`config.mk`:
```
export PLATFORM = sky130hd
export DESIGN_NAME = stream_demux
export DESIGN_NICKNAME = d
export VERILOG_FILES = /design/src/rtl/stream_demux.sv
export SDC_FILE = /design/constraint.sdc
export NUM_CORES = 1
export LEC_CHECK = 0
export CORE_ASPECT_RATIO = 1.5
export CORE_MARGIN = 2
export CORE_UTILIZATION = 46
export DETAILED_ROUTE_END_ITERATION = 10
export PLACE_DENSITY_LB_ADDON = 0.1
export SKIP_LAST_GASP = 1
export SYNTH_ARGS = -nofsm -noshare
export SYNTH_HDL_FRONTEND = slang
export SYNTH_HIERARCHICAL = 1
export SYNTH_SLANG_ARGS = --single-unit
```
`constraint.sdc`:
```
create_clock -name clk -period 2.08 [get_ports clk]
set_clock_uncertainty 0.15 [all_clocks]
set_input_delay 0.208 -clock clk [delete_from_list [all_inputs] [get_ports clk]]
set_output_delay 0.208 -clock clk [all_outputs]
set_load 0.01 [all_outputs]
```
`src/rtl/stream_demux.sv`:
```
// stream_demux: 1-to-NOUT stream distributor.
//   Each accepted input beat is written into the one-entry slot of the output
//   channel picked by in_sel. Slots drain independently, so a stalled consumer
//   only back-pressures beats addressed to its own channel. Beats whose in_sel
//   is >= NOUT are accepted, dropped, and flagged by a 1-cycle err pulse.
// Ports:
//   clk, rst_n           clock, async active-low reset
//   in_valid/in_ready    input handshake; in_data payload, in_sel destination
//   out_valid/out_ready  per-channel handshake (bit k = channel k)
//   out_data             channel k payload at [k*WIDTH +: WIDTH]
//   err                  pulse: an out-of-range beat was dropped last cycle
//   beat_cnt             saturating count of beats loaded into slots

// One output slot: a register with valid bit. Load wins over drain, so a
// full slot can be refilled on the same edge it empties (no bubble).
module stream_demux_slot #(
    parameter int WIDTH = 8
) (
    input  logic             clk,
    input  logic             rst_n,
    input  logic             load,
    input  logic [WIDTH-1:0] din,
    input  logic             out_ready,
    output logic             out_valid,
    output logic [WIDTH-1:0] out_data,
    output logic             can_take
);
    assign can_take = ~out_valid | out_ready;

    always_ff @(posedge clk or negedge rst_n) begin
        if (!rst_n) begin
            out_valid <= 1'b0;
            out_data  <= '0;
        end else if (load) begin
            out_valid <= 1'b1;
            out_data  <= din;
        end else if (out_ready) begin
            out_valid <= 1'b0;
        end
    end
endmodule

module stream_demux #(
    parameter int WIDTH = 8,
    parameter int NOUT  = 2,
    parameter int SEL_W = 1
) (
    input  logic                  clk,
    input  logic                  rst_n,
    input  logic                  in_valid,
    output logic                  in_ready,
    input  logic [WIDTH-1:0]      in_data,
    input  logic [SEL_W-1:0]      in_sel,
    output logic [NOUT-1:0]       out_valid,
    input  logic [NOUT-1:0]       out_ready,
    output logic [NOUT*WIDTH-1:0] out_data,
    output logic                  err,
    output logic [15:0]           beat_cnt
);
    logic [NOUT-1:0]            hit;       // one-hot decode of in_sel
    logic [NOUT-1:0]            can_take;
    logic [NOUT-1:0]            load;
    logic [NOUT-1:0][WIDTH-1:0] data_arr;
    logic                       in_range;

    // Decoding by equality against each channel index keeps an out-of-range
    // in_sel from ever indexing past the slot array.
    always_comb begin
        hit      = '0;
        in_ready = 1'b1;
        for (int k = 0; k < NOUT; k++) begin
            if (in_sel == SEL_W'(k)) begin
                hit[k]   = 1'b1;
                in_ready = can_take[k];
            end
        end
    end

    assign in_range = |hit;
    assign load     = hit & {NOUT{in_valid & in_ready}};

    genvar g;
    generate
        for (g = 0; g < NOUT; g++) begin : g_slot
            stream_demux_slot #(.WIDTH(WIDTH)) u_slot (
                .clk       (clk),
                .rst_n     (rst_n),
                .load      (load[g]),
                .din       (in_data),
                .out_ready (out_ready[g]),
                .out_valid (out_valid[g]),
                .out_data  (data_arr[g]),
                .can_take  (can_take[g])
            );
        end
    endgenerate

    assign out_data = data_arr;

    always_ff @(posedge clk or negedge rst_n) begin
        if (!rst_n) begin
            err      <= 1'b0;
            beat_cnt <= '0;
        end else begin
            // in_ready is forced high for out-of-range beats, so in_valid alone
            // means the beat was taken and dropped.
            err <= in_valid & ~in_range;
            if (|load && beat_cnt != 16'hFFFF)
                beat_cnt <= beat_cnt + 16'd1;
        end
    end
endmodule

```
==> impl_metrics.tcl <==
set metrics [dict create \
    crit_path_end_kind "primary output" \
    ys.flop_type "dfrtp_1" \
    timing.rr.end "beat_cnt[1]$_DFFE_PN0P_" \
    insertion_delay_ps 280 \
    final.period_utilization 0.943 \
    status "completed" \
    cts_hold_buf 0 \
    avgSynthCellArea_um2 13.5 \
    seq_area_um2 851 \
    slew_violations 0 \
    yosysTopAreaCell "dfrtp_1" \
    reg2reg_depth 5 \
    antenna_found_initial 0 \
    arrival_ps 1600 \
    hold_class "in -> async" \
    period_needed_ps 1960 \
    synthTopCellsByArea "dfrtp_1 54%, mux2_4 16%, xor2_1 6.6%" \
    rsz0062_at_grt "false" \
    grt_pass1_vias 1202 \
    r2r-start "beat_cnt[0]$_DFFE_PN0P_" \
    cpMostUsedCell "clkdlybuf4s50_1" \
    grt_overflow 0 \
    die_h_um 75.9 \
    cts.clk_slew.worst_paths_ps 60 \
    via_per_inst 5.31 \
    drt-total-wl_um 3360 \
    hold_violations 0 \
    ys_types 27 \
    worstSetupPathType "in -> out" \
    fillers 263 \
    dieArea_um2 3940 \
    pin_count 50 \
    yosysTopAreaCellShare 0.537 \
    synth_area_um2 1590 \
    dp_hpwl_um 2410 \
    cts_inserted_buffers 5 \
    p_leak_nw 0.999 \
    rows 26 \
    grt_usage 0.203 \
    synth_cells 117 \
    drc 0 \
    synth_edf_count 0 \
    crit_slowest_cell "clkdlybuf4s50_1" \
    grt_first_pass_wirelength_um 5870 \
    clock_sink_count 34 \
    clockRootBuffer "clkbuf_8" \
    num_vias 1142 \
    drt_iter0_markers 14 \
    crit_end "in_ready" \
    synth-seq-area-share 0.537 \
    async_reset_ff_frac 1.00 \
    wl_per_cell_um 15.6 \
    multi_input_area_um2 701 \
    powerDensity_nw_per_um2 936 \
    post_cts_buffers 0 \
    drt_pass1_iterations 6 \
    syn_nets 132 \
    syn_to_final_growth_pct 38.4 \
    worstPathMaxFanout 5 \
    clockBufferDepth 2 \
    core_area_um2 3350 \
    cap_viol_max_count 0 \
    final_antenna_net_count 0 \
    cts_resized 0 \
    nets 188 \
    reg2reg_setup_slack_ps 130 \
    drive_gt1_frac 0.185 \
    power_w 0.00205 \
    tns_ps 0 \
    crit_path_start_kind "input port" \
    yosysMostFrequentCell "dfrtp_1" \
    synthTopCellsByCount "34 x dfrtp_1, 17 x mux2_4, 12 x xor2_1" \
    max_freq_mhz 510 \
    required_ps 1720 \
    die_x_um 51.9 \
    max_stage_delay_ps 500 \
    yosys_warnings 6 \
    setup_violations 0 \
    grt_max_degree 35 \
    num_antenna_cells 0 \
    htree_levels 2 \
    start_util 0.473 \
    ir_worst_vdd_mv 0.923 \
    ys_ff_latch 34 \
    worstSetupStartpoint "in_sel" \
    cp_cell_sequence "clkdlybuf4s50_1 -> mux2_2 -> clkdlybuf4s50_1" \
    tritoncts "done" \
    io_buffer_count 48 \
    place.gp.congestion 0.767 \
]
==> sequential cells by signal, summed over array words and instances, names as in the netlist <==
signal / count
beat_cnt: 16
g_slot.u_slot/out_data: 16
g_slot.u_slot/out_valid: 2
==> worst max-delay path, delay by kind of cell <==
kind	cells	cell delay, ps
buffers and inverters	2	990
muxes	1	400
==> per-stage QoR <==
step	hold slack [ps]	cell area (µm²)	cells	setup slack, ps	util
finish	177	2190	215	118	0.655
global route	218	2190	215	2.07	0.655
CTS	189	2190	215	114	0.655
detailed placement	342	2120	208	84.0	0.632
global placement	343	2120	208	140	0.632
floorplan	-238	1590	117	241	-
==> logic make-up (layout without fill, tap and decap cells) <==
group / Yosys count / count (layout) / synth area share
AND/OR/NAND/NOR: 43 / 43 / 0.178
flip-flops: 34 / 34 / 0.537
multiplexers: 19 / 19 / 0.175
XOR/XNOR: 13 / 13 / 0.0718
buffers and inverters: 4 / 60 / 0.0213
AO/OA/AOI/OAI: 2 / 2 / 0.00631
adder cells (fa/ha/maj): 1 / 1 / 0.00789
other: 1 / 1 / 0.00237
==> power breakdown <==
group | switching (W) | internal, W
logic | 0.000241 | 0.000419
clock network | 0.000215 | 0.000230
registers | 0.000151 | 0.000798
==> layout by cell type, fill, tap and decap left out, types with 2 or more instances in the layout <==
cell type / synthesis / final
dfrtp_1: 34 / 34
o21ai_0: 2 / 2
mux2_4: 17 / 17
and3_1: 2 / 2
and4_1: 2 / 2
mux2_2: 2 / 2
clkbuf_8: 0 / 5
clkbuf_1: 0 / 2
clkdlybuf4s50_1: 0 / 48
xor2_1: 12 / 12
nor3_1: 6 / 6
nor3b_1: 3 / 3
buf_4: 1 / 4
nand2_1: 6 / 6
nand2b_1: 4 / 4
nand3_1: 5 / 5
nor4_1: 4 / 4
nand4_1: 4 / 4
==> worst min path at each step <==
stage                                                        start                                        to  slack, ps
after floorplan                                              rst_n                   beat_cnt[0]$_DFFE_PN0P_       -240
after global placement    g_slot[0].u_slot/out_data[7]$_DFFE_PN0P_  g_slot[0].u_slot/out_data[7]$_DFFE_PN0P_        340
after detailed placement  g_slot[1].u_slot/out_data[2]$_DFFE_PN0P_  g_slot[1].u_slot/out_data[2]$_DFFE_PN0P_        340
after CTS                                                    rst_n  g_slot[0].u_slot/out_data[7]$_DFFE_PN0P_        190
after global routing                                         rst_n  g_slot[1].u_slot/out_data[2]$_DFFE_PN0P_        220
final                                                        rst_n  g_slot[0].u_slot/out_data[2]$_DFFE_PN0P_        180
==> area by class of cell <==
type                    instances  share of cell area
well taps                      42              0.0239
clock buffers                   7              0.0348
multi-input cells              79               0.319
repair buffers                 52               0.233
flip-flops and latches         34               0.388
inverters                       1             0.00171
==> routing by layer <==
layer | vias up | share of wire | GRT usage
li1 | 529 | - | -
met5 | - | 0 | 0
met1 | 561 | 0.41 | 0.257
met4 | 0 | 0.020 | 0.0868
met2 | 43 | 0.52 | 0.313
met3 | 9 | 0.054 | 0.0669
(Power assumes the default switching activity.)
==> patch 1, RTL diff (config.mk and constraints unchanged) <==
`WIDTH` is set to 8 in 2 places; all go to 12.
--- a/src/rtl/stream_demux.sv
+++ b/src/rtl/stream_demux.sv
@@ -14,7 +14,7 @@
 // One output slot: a register with valid bit. Load wins over drain, so a
 // full slot can be refilled on the same edge it empties (no bubble).
 module stream_demux_slot #(
-    parameter int WIDTH = 8
+    parameter int WIDTH = 12
 ) (
     input  logic             clk,
     input  logic             rst_n,
@@ -41,7 +41,7 @@
 endmodule
 
 module stream_demux #(
-    parameter int WIDTH = 8,
+    parameter int WIDTH = 12,
     parameter int NOUT  = 2,
     parameter int SEL_W = 1
 ) (
Ports: changed (resized in_data and out_data); port bits go from 50 to 62. The function was not compared with the original's and may differ.
==> patch 1 against the unedited design <==
- first-iteration DRC count shrank 29%
- sequential cell count grew 8
- routed wire length grew 18%
- worst setup slack lost 0.0088 ns
- via count grew 16%
- area after synthesis grew 19%
- power grew 24%
- register-to-register slack gained 0.04 ns
- cell area grew 22%
- critical endpoint unchanged
- largest cell class unchanged
- largest power group unchanged
==> patch 1: results <==
[status]
outcome = "completed"

[finish]
finalNetCount = 224
antenna_cells = 0
top_regs = "g_slot.u_slot/out_data x24, beat_cnt x16, g_slot.u_slot/out_valid x2"
fill_cells = 311
drive_above_1_share = 0.228

[clock_tree]
cts_buffers = 5
h-tree-depth = 2
ctsRootBufferMaster = "clkbuf_8"
cts.path.max_buffers = 2
ctsResizeCount = 0
path_clk_slew_ns = 0.08
clock_latency_ns = 0.29

[grt]
antenna_found_initial = 0
grt_max_degree = 43
grt_pass1_wl_um = 6570
track_usage = 0.185
grt_pass1_vias = 1364

[synth]
synthAdderAreaFrac = 0.00664
ys_async_sr_fraction = 1.00
synthMuxAreaShare = 0.199
synth-xor-area-share = 0.0605
yosys-top-cells-area = "dfrtp_1 56%, mux2_4 15%, xor2_1 5.6%"
yosysSeqAreaShare = 0.558
synthesis.nets = 152
yosysUniqueCellTypes = 27
synth_compound_area_frac = 0.00532
synth_commonest_cells = "42 x dfrtp_1, 19 x mux2_4, 12 x xor2_1"
ys_warn_count = 6

[drt]
dr.pass1.iters = 4
vias = 1328
wl_per_cell_um = 15.8
drt_iter0_drc = 10

[setup_path]
cpPeakStageDelay_ns = 0.50
startpoint = "out_ready[0]"
crit_arrival_ns = 1.61
rr_startpoint = "beat_cnt[0]$_DFFE_PN0P_"
cp_max_fo = 5
crit_slowest_cell = "clkdlybuf4s50_1"
crit_type = "primary input to output port"
crit_family = "buffers and inverters"

[pwr]
peakVddDrop_mv = 0.762
p_int_w = 0.00184
combinationalPower_w = 0.000791
p_leak_nw = 1.22
p_clk_frac = 0.244
power_switching_share = 0.281

[floorplan]
die_x_um = 56.2

[placed_design]
port_buffers = 60
dp_hpwl_um = 2950
dpl_cell_area_um2 = 2550
gp_congestion = 0.720

[sta]
tightestPinTransition_ns = 0.520

[worst_hold_path]
min-delay-path-class = "primary input to async pin"
## patch 1: cell types whose count changed in the layout (fill, tap and decap cells not counted), sizes merged
cell and delta:
bufinv +1, clkbuf -2, clkdlybuf4s50 +11, clkinv +2, dfrtp +8, buf +4, dlygate4sd3 +1, mux2 +8
## patch 1: path summary, 6_finish.rpt
check	cells after the start	slack (ns)	endpoint
min in group clk	1	0.36	g_slot[1].u_slot/out_data[9]$_DFFE_PN0P_
max in group asynchronous	3	1.06	g_slot[1].u_slot/out_data[10]$_DFFE_PN0P_
setup / recovery	4	0.11	in_ready
hold reg to reg	1	0.36	g_slot[1].u_slot/out_data[9]$_DFFE_PN0P_
setup reg to reg	6	0.17	beat_cnt[1]$_DFFE_PN0P_
hold / removal	3	0.36	beat_cnt[13]$_DFFE_PN0P_
## patch 1: layout make-up
class	count	area (um^2)	area share
clock inverters	3	40.0	0.0150
multi-input cells	87	798	0.298
inverters	1	3.75	0.00140
repair buffers	68	658	0.246
well taps	45	56.3	0.0210
clock buffers	5	68.8	0.0257
flip-flops and latches	42	1050	0.393
## patch 1: metal layers
layer	GRT usage	vias to the layer above	wire length [um]
met4	0.0714	0	63
met5	0	-	0
met3	0.0483	5	206
met2	0.329	42	2110
met1	0.213	661	1600
li1	-	620	-
## patch 1: tightest hold or removal path: stages
cell	delay, ns
dlygate4sd3_1	0.52
buf_2	0.09
buf_4	0.44
## patch 1: metrics by stage
stage,util,std cells,setup WS [ns]
finish,0.682,251,0.109
global route,0.682,251,0.0514
CTS,0.680,250,0.0985
detailed placement,0.650,241,0.0372
global placement,0.650,241,0.121
floorplan,-,133,0.241
## patch 1: what timing repair did
item / 4_1_cts / 5_1_grt
setup buffers: 0 / 1
endpoints found under the hold margin: 42 / 0
hold buffers: 1 / 0
setup endpoints to repair: 0 / 1
==> patch 2, RTL diff (config.mk and constraints unchanged) <==
Without the edit above. Register the output `beat_cnt` once more, cleared by the reset; this adds one clock of latency there. The other outputs are not delayed to match.
--- a/src/rtl/stream_demux.sv
+++ b/src/rtl/stream_demux.sv
@@ -57,6 +57,8 @@
     output logic                  err,
     output logic [15:0]           beat_cnt
 );
+
+    logic [15:0] beat_cnt_s0;
     logic [NOUT-1:0]            hit;       // one-hot decode of in_sel
     logic [NOUT-1:0]            can_take;
     logic [NOUT-1:0]            load;
@@ -100,14 +102,22 @@
     always_ff @(posedge clk or negedge rst_n) begin
         if (!rst_n) begin
             err      <= 1'b0;
-            beat_cnt <= '0;
+            beat_cnt_s0 <= '0;
         end else begin
             // in_ready is forced high for out-of-range beats, so in_valid alone
             // means the beat was taken and dropped.
             err <= in_valid & ~in_range;
-            if (|load && beat_cnt != 16'hFFFF)
-                beat_cnt <= beat_cnt + 16'd1;
+            if (|load && beat_cnt_s0 != 16'hFFFF)
+                beat_cnt_s0 <= beat_cnt_s0 + 16'd1;
         end
     end
+    always_ff @(posedge clk or negedge rst_n) begin
+        if (!rst_n) begin
+            beat_cnt <= '0;
+        end else begin
+            beat_cnt <= beat_cnt_s0;
+        end
+    end
+
 endmodule
 
Formal check against the unedited RTL: not equivalent (a bounded check fails within 4 cycles, from zero or initial values and one cycle with rst_n low).
==> patch 2 against the unedited design <==
- sequential share of layout area grew 8.2 points
- routed wire length grew 17%
- cell area grew 21%
- worst setup slack gained 0.079 ns
- sequential cell count grew 16
- via count grew 12%
- area after synthesis grew 24%
- power grew 24%
==> patch 2: results <==
[status]
outcome = "completed"

[finish]
top_regs = "beat_cnt x16, beat_cnt_s0 x16, g_slot.u_slot/out_data x16"
drive_above_1_share = 0.218
fill_cells = 331
finalNetCount = 211

[placed_design]
pre_cts_ws_ns = -0.00562
dp_hpwl_um = 2910
dpl_cell_area_um2 = 2560
gp_congestion = 0.765

[grt]
track_usage = 0.180
grt_pass1_vias = 1344
grt_max_degree = 20

[synth]
synthesis.nets = 146
yosysSeqAreaShare = 0.637
yosysUniqueCellTypes = 25
synth_commonest_cells = "50 x dfrtp_1, 17 x mux2_4, 12 x xor2_1"
yosys-top-cells-area = "dfrtp_1 64%, mux2_4 13%, xor2_1 5.3%"

[pwr]
p_leak_nw = 1.27
peakVddDrop_mv = 0.727

[setup_path]
cp_max_fo = 3
rrSetupSlack_ns = 0.22
crit_arrival_ns = 1.53
cpPeakStageDelay_ns = 0.52

[clock_tree]
path_clk_slew_ns = 0.08
clock_latency_ns = 0.30

[drt]
dr.pass1.iters = 4
drt_iter0_drc = 27
wl_per_cell_um = 16.1
viasPerCell = 5.25

[sta]
clock.fmax_mhz = 531
[patch 2: cell count changes after synthesis, moves of 2 or more]
cell / unedited run / this run
and3_1: 2 / 4
o21ai_0: 2 / 0
dfrtp_1: 34 / 50
nand3_1: 5 / 2
nor3b_1: 3 / 0
a31oi_1: 0 / 3
[patch 2: final cells by class]
cell class              instances  area share
clock buffers                   6      0.0310
flip-flops and latches         50       0.470
clock inverters                 2     0.00470
well taps                      46      0.0216
repair buffers                 61       0.216
multi-input cells              78       0.257
[patch 2: repair_timing]
item	CTS	global route
hold endpoints to repair	17	0
hold buffers	1	0
resized for setup	1	0
setup endpoints to repair	1	0
buffers inserted	0	0
[patch 2: worst max-delay path: cells and delay by family]
| kind | cells | cell delay [ns] |
|---|---|---|
| buffers and inverters | 3 | 0.94 |
| muxes | 1 | 0.38 |
[patch 2: report_power, final]
part           internal [W]  leakage [nW]  total [W]  switching [W]
logic              0.000412         0.586   0.000656       0.000244
registers           0.00116         0.633    0.00132       0.000162
clock network      0.000267        0.0472   0.000575       0.000308
[patch 2: path summary, 6_finish.rpt]
path                                                 start                                       end  cells after the start
worst max-delay path                                in_sel                                  in_ready                      4
worst min-delay path                                 rst_n  g_slot[0].u_slot/out_data[7]$_DFFE_PN0P_                      2
worst max register to register  beat_cnt_s0[0]$_DFFE_PN0P_               beat_cnt_s0[13]$_DFFE_PN0P_                      6
worst min register to register  beat_cnt_s0[1]$_DFFE_PN0P_                     beat_cnt[1]$_DFF_PN0_                      0
max in group asynchronous                            rst_n                    beat_cnt[14]$_DFF_PN0_                      3
min in group clk                beat_cnt_s0[1]$_DFFE_PN0P_                     beat_cnt[1]$_DFF_PN0_                      0
[patch 2: metal layers]
| metal | up-vias | routed length, um | track usage |
|---|---|---|---|
| met3 | 7 | 168 | 0.0419 |
| met2 | 37 | 2090 | 0.296 |
| met5 | - | 0 | 0 |
| met1 | 640 | 1610 | 0.231 |
| met4 | 0 | 56 | 0.0571 |
| li1 | 592 | - | - |
[patch 2: kinds of logic after synthesis]
group                    Yosys count  share of synthesized area
flip-flops                        50                      0.637
AND/OR/NAND/NOR                   41                      0.133
buffers and inverters              3                     0.0153
adder cells (fa/ha/maj)            1                    0.00636
other                              1                    0.00191
AO/OA/AOI/OAI                      4                     0.0121
XOR/XNOR                          12                     0.0535
multiplexers                      19                      0.141
[patch 2: per-stage QoR]
step	std cells	hold slack, ns	utilization
final	243	0.236	0.638
after global placement	234	0.0135	0.613
after CTS	243	0.239	0.638
after detailed placement	234	0.0333	0.613
after global routing	243	0.263	0.638
after floorplan	131	-0.238	-
